$ cat src/rtl/mem_arbiter_if.sv
`default_nettype none
// ============================================================================
// Module   : mem_arbiter_if
// Purpose  : CPU/debug requester ports plus memory-side bus for mem_arbiter
// Revision : 1.0
// ============================================================================
interface mem_arbiter_if #(
  parameter int ADDR_W = 8,
  parameter int DATA_W = 8
);
  logic              cpu_req;
  logic              cpu_we;
  logic [ADDR_W-1:0] cpu_addr;
  logic [DATA_W-1:0] cpu_wdata;
  logic              cpu_gnt;
  logic              cpu_rvalid;
  logic [DATA_W-1:0] cpu_rdata;

  logic              dbg_req;
  logic              dbg_we;
  logic [ADDR_W-1:0] dbg_addr;
  logic [DATA_W-1:0] dbg_wdata;
  logic              dbg_gnt;
  logic              dbg_rvalid;
  logic [DATA_W-1:0] dbg_rdata;
  logic              dbg_halt;

  logic              mem_en;
  logic              mem_we;
  logic [ADDR_W-1:0] mem_addr;
  logic [DATA_W-1:0] mem_wdata;
  logic [DATA_W-1:0] mem_rdata;

  // Arbiter side
  modport slave (
    input  cpu_req, cpu_we, cpu_addr, cpu_wdata,
    output cpu_gnt, cpu_rvalid, cpu_rdata,
    input  dbg_req, dbg_we, dbg_addr, dbg_wdata, dbg_halt,
    output dbg_gnt, dbg_rvalid, dbg_rdata,
    output mem_en, mem_we, mem_addr, mem_wdata,
    input  mem_rdata
  );

  // Environment side: requesters and the memory itself
  modport master (
    output cpu_req, cpu_we, cpu_addr, cpu_wdata,
    input  cpu_gnt, cpu_rvalid, cpu_rdata,
    output dbg_req, dbg_we, dbg_addr, dbg_wdata, dbg_halt,
    input  dbg_gnt, dbg_rvalid, dbg_rdata,
    input  mem_en, mem_we, mem_addr, mem_wdata,
    output mem_rdata
  );
endinterface
`default_nettype wire

$ cat src/rtl/mem_arbiter.sv
`default_nettype none
// ============================================================================
// Module   : mem_arbiter
// Purpose  : Two-port (CPU / debug) single-memory arbiter, alternating priority
// Revision : 1.0
// ============================================================================
module mem_arbiter #(
  parameter int ADDR_W = 8,
  parameter int DATA_W = 8
) (
  input  logic         clk_i,
  input  logic         reset_n_i,
  mem_arbiter_if.slave bus
);

  typedef enum logic [1:0] {
    ST_IDLE      = 2'd0,
    ST_ISSUE_CPU = 2'd1,
    ST_ISSUE_DBG = 2'd2
  } state_e;

  state_e            state_q,     state_d;
  logic              last_dbg_q,  last_dbg_d;
  logic              we_q,        we_d;
  logic [ADDR_W-1:0] addr_q,      addr_d;
  logic [DATA_W-1:0] wdata_q,     wdata_d;
  logic              cpu_rd_q,    cpu_rd_d;
  logic              dbg_rd_q,    dbg_rd_d;
  logic [DATA_W-1:0] cpu_rdata_q, cpu_rdata_d;
  logic [DATA_W-1:0] dbg_rdata_q, dbg_rdata_d;
  logic              cpu_elig;
  logic              dbg_elig;

  always_comb begin
    state_d     = ST_IDLE;
    last_dbg_d  = last_dbg_q;
    we_d        = we_q;
    addr_d      = addr_q;
    wdata_d     = wdata_q;

    // A port just issued cannot win again this edge, which yields alternation
    cpu_elig = bus.cpu_req && !bus.dbg_halt && (state_q != ST_ISSUE_CPU);
    dbg_elig = bus.dbg_req && (state_q != ST_ISSUE_DBG);

    if (cpu_elig && (!dbg_elig || last_dbg_q)) begin
      state_d    = ST_ISSUE_CPU;
      last_dbg_d = 1'b0;
      we_d       = bus.cpu_we;
      addr_d     = bus.cpu_addr;
      wdata_d    = bus.cpu_wdata;
    end else if (dbg_elig) begin
      state_d    = ST_ISSUE_DBG;
      last_dbg_d = 1'b1;
      we_d       = bus.dbg_we;
      addr_d     = bus.dbg_addr;
      wdata_d    = bus.dbg_wdata;
    end

    cpu_rd_d    = (state_q == ST_ISSUE_CPU) && !we_q;
    dbg_rd_d    = (state_q == ST_ISSUE_DBG) && !we_q;
    // Memory data is passed straight through in the rvalid cycle, then held
    cpu_rdata_d = cpu_rd_q ? bus.mem_rdata : cpu_rdata_q;
    dbg_rdata_d = dbg_rd_q ? bus.mem_rdata : dbg_rdata_q;
  end

  always_ff @(posedge clk_i or negedge reset_n_i) begin
    if (!reset_n_i) begin
      state_q     <= ST_IDLE;
      last_dbg_q  <= 1'b1;
      we_q        <= 1'b0;
      addr_q      <= '0;
      wdata_q     <= '0;
      cpu_rd_q    <= 1'b0;
      dbg_rd_q    <= 1'b0;
      cpu_rdata_q <= '0;
      dbg_rdata_q <= '0;
    end else begin
      state_q     <= state_d;
      last_dbg_q  <= last_dbg_d;
      we_q        <= we_d;
      addr_q      <= addr_d;
      wdata_q     <= wdata_d;
      cpu_rd_q    <= cpu_rd_d;
      dbg_rd_q    <= dbg_rd_d;
      cpu_rdata_q <= cpu_rdata_d;
      dbg_rdata_q <= dbg_rdata_d;
    end
  end

  assign bus.cpu_gnt    = (state_q == ST_ISSUE_CPU);
  assign bus.dbg_gnt    = (state_q == ST_ISSUE_DBG);
  assign bus.mem_en     = (state_q != ST_IDLE);
  assign bus.mem_we     = (state_q != ST_IDLE) && we_q;
  assign bus.mem_addr   = addr_q;
  assign bus.mem_wdata  = wdata_q;
  assign bus.cpu_rvalid = cpu_rd_q;
  assign bus.dbg_rvalid = dbg_rd_q;
  assign bus.cpu_rdata  = cpu_rdata_d;
  assign bus.dbg_rdata  = dbg_rdata_d;

endmodule
`default_nettype wire

$ cat src/flat_wrapper.sv
// flat-port wrapper written by rule: the top's interface ports become plain ports
module mem_arbiter_flat 
#(
  parameter int ADDR_W = 8,
  parameter int DATA_W = 8
)
  (clk_i, reset_n_i, bus_cpu_req, bus_cpu_we, bus_cpu_addr, bus_cpu_wdata, bus_cpu_gnt, bus_cpu_rvalid, bus_cpu_rdata, bus_dbg_req, bus_dbg_we, bus_dbg_addr, bus_dbg_wdata, bus_dbg_halt, bus_dbg_gnt, bus_dbg_rvalid, bus_dbg_rdata, bus_mem_en, bus_mem_we, bus_mem_addr, bus_mem_wdata, bus_mem_rdata);
  mem_arbiter_if #(.ADDR_W(ADDR_W), .DATA_W(DATA_W)) bus_i ();
  input  logic clk_i;
  input  logic reset_n_i;
  input wire logic [$bits(bus_i.cpu_req)-1:0] bus_cpu_req;
  input wire logic [$bits(bus_i.cpu_we)-1:0] bus_cpu_we;
  input wire logic [$bits(bus_i.cpu_addr)-1:0] bus_cpu_addr;
  input wire logic [$bits(bus_i.cpu_wdata)-1:0] bus_cpu_wdata;
  output wire logic [$bits(bus_i.cpu_gnt)-1:0] bus_cpu_gnt;
  output wire logic [$bits(bus_i.cpu_rvalid)-1:0] bus_cpu_rvalid;
  output wire logic [$bits(bus_i.cpu_rdata)-1:0] bus_cpu_rdata;
  input wire logic [$bits(bus_i.dbg_req)-1:0] bus_dbg_req;
  input wire logic [$bits(bus_i.dbg_we)-1:0] bus_dbg_we;
  input wire logic [$bits(bus_i.dbg_addr)-1:0] bus_dbg_addr;
  input wire logic [$bits(bus_i.dbg_wdata)-1:0] bus_dbg_wdata;
  input wire logic [$bits(bus_i.dbg_halt)-1:0] bus_dbg_halt;
  output wire logic [$bits(bus_i.dbg_gnt)-1:0] bus_dbg_gnt;
  output wire logic [$bits(bus_i.dbg_rvalid)-1:0] bus_dbg_rvalid;
  output wire logic [$bits(bus_i.dbg_rdata)-1:0] bus_dbg_rdata;
  output wire logic [$bits(bus_i.mem_en)-1:0] bus_mem_en;
  output wire logic [$bits(bus_i.mem_we)-1:0] bus_mem_we;
  output wire logic [$bits(bus_i.mem_addr)-1:0] bus_mem_addr;
  output wire logic [$bits(bus_i.mem_wdata)-1:0] bus_mem_wdata;
  input wire logic [$bits(bus_i.mem_rdata)-1:0] bus_mem_rdata;
  assign bus_i.cpu_req = bus_cpu_req;
  assign bus_i.cpu_we = bus_cpu_we;
  assign bus_i.cpu_addr = bus_cpu_addr;
  assign bus_i.cpu_wdata = bus_cpu_wdata;
  assign bus_cpu_gnt = bus_i.cpu_gnt;
  assign bus_cpu_rvalid = bus_i.cpu_rvalid;
  assign bus_cpu_rdata = bus_i.cpu_rdata;
  assign bus_i.dbg_req = bus_dbg_req;
  assign bus_i.dbg_we = bus_dbg_we;
  assign bus_i.dbg_addr = bus_dbg_addr;
  assign bus_i.dbg_wdata = bus_dbg_wdata;
  assign bus_i.dbg_halt = bus_dbg_halt;
  assign bus_dbg_gnt = bus_i.dbg_gnt;
  assign bus_dbg_rvalid = bus_i.dbg_rvalid;
  assign bus_dbg_rdata = bus_i.dbg_rdata;
  assign bus_mem_en = bus_i.mem_en;
  assign bus_mem_we = bus_i.mem_we;
  assign bus_mem_addr = bus_i.mem_addr;
  assign bus_mem_wdata = bus_i.mem_wdata;
  assign bus_i.mem_rdata = bus_mem_rdata;
  mem_arbiter #(.ADDR_W(ADDR_W), .DATA_W(DATA_W)) u_core (.clk_i(clk_i), .reset_n_i(reset_n_i), .bus(bus_i));
endmodule
$ cat config.mk
export PLATFORM = sky130hd
export DESIGN_NAME = mem_arbiter_flat
export DESIGN_NICKNAME = d
export VERILOG_FILES = /design/src/rtl/mem_arbiter_if.sv /design/src/rtl/mem_arbiter.sv /design/src/flat_wrapper.sv
export SDC_FILE = /design/constraint.sdc
export NUM_CORES = 1
export LEC_CHECK = 0
export CORE_MARGIN = 2
export CORE_UTILIZATION = 39
export CTS_CLUSTER_DIAMETER = 150
export DETAILED_ROUTE_END_ITERATION = 10
export GPL_ROUTABILITY_DRIVEN = 1
export PLACE_DENSITY = 0.85
export SLEW_MARGIN = 10
export SYNTH_ARGS = -nofsm -noshare
export SYNTH_HDL_FRONTEND = slang
export SYNTH_SLANG_ARGS = --single-unit
$ cat constraint.sdc
create_clock -name clk_i -period 1.5 [get_ports clk_i]
set_input_delay 0.225 -clock clk_i [delete_from_list [all_inputs] [get_ports clk_i]]
set_output_delay 0.225 -clock clk_i [all_outputs]
set_load 0.05 [all_outputs]
Word level (Yosys, flattened, before mapping):

Index checks and enable logic that the tools add are counted.

* input port bits: 47
* flip-flop bits (word level): 38

* reductions and logical operators: 13
* multiplexer cells: 12
* equality and inequality tests: 4

Operators with widths (number)
* 8-bit 2-to-1 mux: 6
* 1-bit logical AND: 7
* 1-bit 2-to-1 mux: 4
* 2-bit 2-to-1 mux: 2
* 2-bit nonzero test: 2
* 1-bit logical NOT: 3
* 2-bit by 1-bit == test with 1-bit output, second input constant: 1
* 2-bit == test, second input constant: 1
* 2-bit by 1-bit != test with 1-bit output, second input constant: 1
* 2-bit != test, second input constant: 1
* 1-bit logical OR: 1

Longest topological paths before layout:

* word-level depth: 6
* gate-level depth with buffers: 6
* mapped depth without buffers: 5

Worst setup path after synthesis:

No wires, ideal clock.

* kind: register -> output
* start: reg u_core.cpu_rd_q, in the netlist u_core.bus.cpu_rvalid
* end: out bus_cpu_rdata[0]
* data arrival time: 1436 ps
* slack: -161 ps
* cell stages (with the launch flop): 3
* data required time: 1275 ps
* path through: dfrtp_1 > clkbuf_1 > mux2_2

* word-level cells in the longest chain between the ends: 1

Ends and longest elaborated chain
* start, declared: RTL line mem_arbiter.sv:27 `logic cpu_rd_q, cpu_rd_d;`
* start signal, assigned: RTL line mem_arbiter.sv:83 `cpu_rd_q <= cpu_rd_d;`
* 8-bit 2-to-1 mux: RTL line mem_arbiter.sv:62 `cpu_rdata_d = cpu_rd_q ? bus.mem_rdata : cpu_rdata_q;`
* end, declared: RTL line flat_wrapper.sv:17 `output wire logic [$bits(bus_i.cpu_rdata)-1:0] bus_cpu_rdata;`

Every way passes these cells.

Worst setup path in the final report:

* start: reg u_core.cpu_rd_q, in the netlist u_core.bus.cpu_rvalid
* end: out bus_cpu_rdata[1]

Same word-level chain as after synthesis.

==> summary.txt <==
STA
  – Final TNS setup: -0.997 ns
  – Slew Limit Fails: 0
  – Final worst slack: -0.0711 ns
  – Fin Clk Skew: 0.00794 ns
  – Fmax: 637 MHz
  – Post-layout min period: 1.57 ns
  – Hold slack: 0.432 ns
  – Final Cycle Share: 1.05
  – Final setup fails: 26
  – Final number of hold-violating endpoints: 0
  – Worst Max-Slew Pin Slew: 0.489 ns
  – Relative slew slack: 0.674
  – RSZ-0062 raised after global routing: yes

Place
  – Placed Instances: 243
  – Dpl ws: -0.258 ns
  – Port buffer count: 84
  – Post-DP HPWL: 3.32 mm
  – Post-DP Area: 2650 um^2
  – Final estimated routing congestion in global placement: 0.786

Critical path
  – CP cell instances: buf_6 -> mux2_4 -> buf_12
  – Worst path max stage delay: 0.43 ns
  – Crit path max fanout: 5
  – Slowest-stage cell, CP: dfrtp_2
  – Worst EP arrival: 1.35 ns
  – Crit path max-delay family: flip-flops
  – Crit path buffers/inverters: 2
  – Crit. End Element: output port
  – CP required: 1.27 ns
  – Setup Crit Path Kind: flip-flop to output port
  – Crit start category: flip-flop

Logic synthesis
  – Ys async rst share: 1.00
  – Syn avg cell area: 14.3 um^2
  – Synthesized flop and latch total: 38
  – EDFF count, synth: 0
  – Post-Syn Instances: 113
  – Yosys warns: 0
  – Synth Flop Type: dfrtp_1
  – Synth unique cells: 23
  – Seq/Total Area, Yosys: 0.588
  – Mapped Area: 1620 um^2
  – Syn nets: 160

Detailed routing
  – Via Count: 1,497
  – Final ANT Viol Nets: 0
  – WL/cell: 19.7 um
  – Post-Route WL: 5.31 mm
  – DR iter-0 viols: 87
  – Pre-antenna DRT Iters: 4
  – DR DRC count: 0
  – Vias per cell: 5.54

Status
  – Outcome: finished, violations left
  – Failing checks: negative setup slack

Floorplanning
  – Core Area: 4000 um^2
  – Die height: 68.5 um
  – Die footprint: 4690 um^2
  – FP Rows: 23
  – Initial Utilization: 0.405
  – I/O Pins: 85
  – Chip width: 68.5 um

Run
  – Max_cap viols: 0

Worst hold path
  – Worst hold path type: input pin to async pin

GRT
  – First-pass GRT wire length: 7.04 mm
  – Vias in the first global route: 1,440
  – Gr ovfl total: 0
  – Pin count of the biggest net entering global routing: 22
  – Total GRT Usage: 0.212
  – Initial antenna violation count: 0

CTS
  – Sink Count: 38
  – CTS H-tree depth: 2
  – Root Buffer: clkbuf_8
  – CTS tree: done
  – Num CTS Buffers: 5
  – Clock Tree Buf Depth: 2
  – Clk_lat worst skew: 0.29 ns
  – CTS clk-pin slew, worst paths: 0.08 ns

Power
  – P_leak: 1.42 nW
  – Post-layout power: 5.23 mW
  – Pwr per Cell Area: 1670 nW/um^2
  – Peak supply drop: 1.17 mV

Cells and area
  – Nets: 266
  – Share of cells above drive strength 1: 0.541
  – Area growth syn-to-layout: 93.3%
  – ANT cells: 0
  – Final Non-Filler Cells: 270
  – Final Instance Area: 3130 um^2
  – Finished Core Util: 0.783
==> routing by layer <==
metal  share of wire  global-route usage
met1            0.38               0.263
met2            0.53               0.344
met3           0.057              0.0543
met4           0.034              0.0975
met5               0                   0
==> cells in the mapped netlist, types with 2 or more instances <==
cell / count / share of area
clkbuf_1: 4 / 0.0093
and3_1: 17 / 0.066
nand2b_4: 2 / 0.017
mux2_2: 16 / 0.11
a221o_1: 10 / 0.062
and2_1: 2 / 0.0077
nor2_1: 2 / 0.0046
dfrtp_1: 37 / 0.57
a221o_2: 7 / 0.049
buf_6: 3 / 0.021
==> worst paths after layout <==
check,start,endpoint,slack [ns],cells past startpoint
max,u_core.bus.cpu_rvalid$_DFF_PN0_,bus_cpu_rdata[1],-0.07,3
min,reset_n_i,u_core.state_q[0]$_DFF_PN0_,0.43,2
max reg2reg,u_core.last_dbg_q$_DFFE_PN1P_,u_core.bus.mem_addr[4]$_DFFE_PN0P_,-0.03,5
min reg2reg,u_core.dbg_rdata_q[2]$_DFF_PN0_,u_core.dbg_rdata_q[2]$_DFF_PN0_,0.52,1
max in group asynchronous,reset_n_i,u_core.cpu_rdata_q[2]$_DFF_PN0_,0.44,3
min in group clk_i,bus_dbg_req,u_core.last_dbg_q$_DFFE_PN1P_,0.48,3
==> layout make-up <==
| class | count | area [um^2] |
|---|---|---|
| fillers | 208 | 868 |
| multi-input cells | 66 | 767 |
| well taps | 50 | 62.6 |
| repair buffers | 106 | 1250 |
| inverters | 2 | 10.0 |
| clock buffers | 6 | 72.6 |
| clock inverters | 2 | 10.0 |
| flip-flops and latches | 38 | 955 |
==> layout by cell type, fill, tap and decap left out, types with 2 or more instances in the layout <==
cell type | netlist | layout
a221o_1 | 10 | 10
buf_4 | 0 | 26
dfrtp_2 | 0 | 2
o21ai_4 | 1 | 2
mux2_4 | 0 | 16
nand2b_4 | 2 | 2
buf_6 | 3 | 8
and3_4 | 0 | 17
a221o_2 | 7 | 7
buf_12 | 0 | 24
clkdlybuf4s50_1 | 0 | 44
clkbuf_8 | 0 | 5
dfrtp_1 | 37 | 35
clkinv_2 | 0 | 2
nor2_1 | 2 | 2
==> cells by family after synthesis <==
| group | Yosys count | synth area share |
|---|---|---|
| simple gates | 27 | 0.114 |
| buf+inv | 9 | 0.0363 |
| compound gates | 23 | 0.151 |
| flops | 38 | 0.588 |
| mux | 16 | 0.111 |
==> state kept, by name, indices dropped and copies added (netlist names) <==
signal,flops
u_core.bus.cpu_rvalid,1
u_core.bus.dbg_rvalid,1
u_core.bus.mem_addr,8
u_core.bus.mem_wdata,8
u_core.cpu_rdata_q,8
u_core.dbg_rdata_q,8
u_core.last_dbg_q,1
u_core.state_q,2
u_core.we_q,1
==> report_power, final <==
| part | leakage [nW] | switching [mW] | total, mW | internal [mW] |
|---|---|---|---|---|
| registers | 0.456 | 0.137 | 1.45 | 1.31 |
| clock network | 0.0450 | 0.359 | 0.682 | 0.322 |
| logic | 0.915 | 1.61 | 3.10 | 1.49 |
==> what timing repair did <==
action | 4_1_cts | 5_1_grt
gates cloned | 0 | 1
hold buffers | 1 | 0
endpoints found under the setup margin | 32 | 34
gates resized for setup | 18 | 29
pin swaps | 1 | 18
hold endpoints to repair | 19 | 0
buffers inserted | 11 | 6
Power figures use the tool's default switching activity.
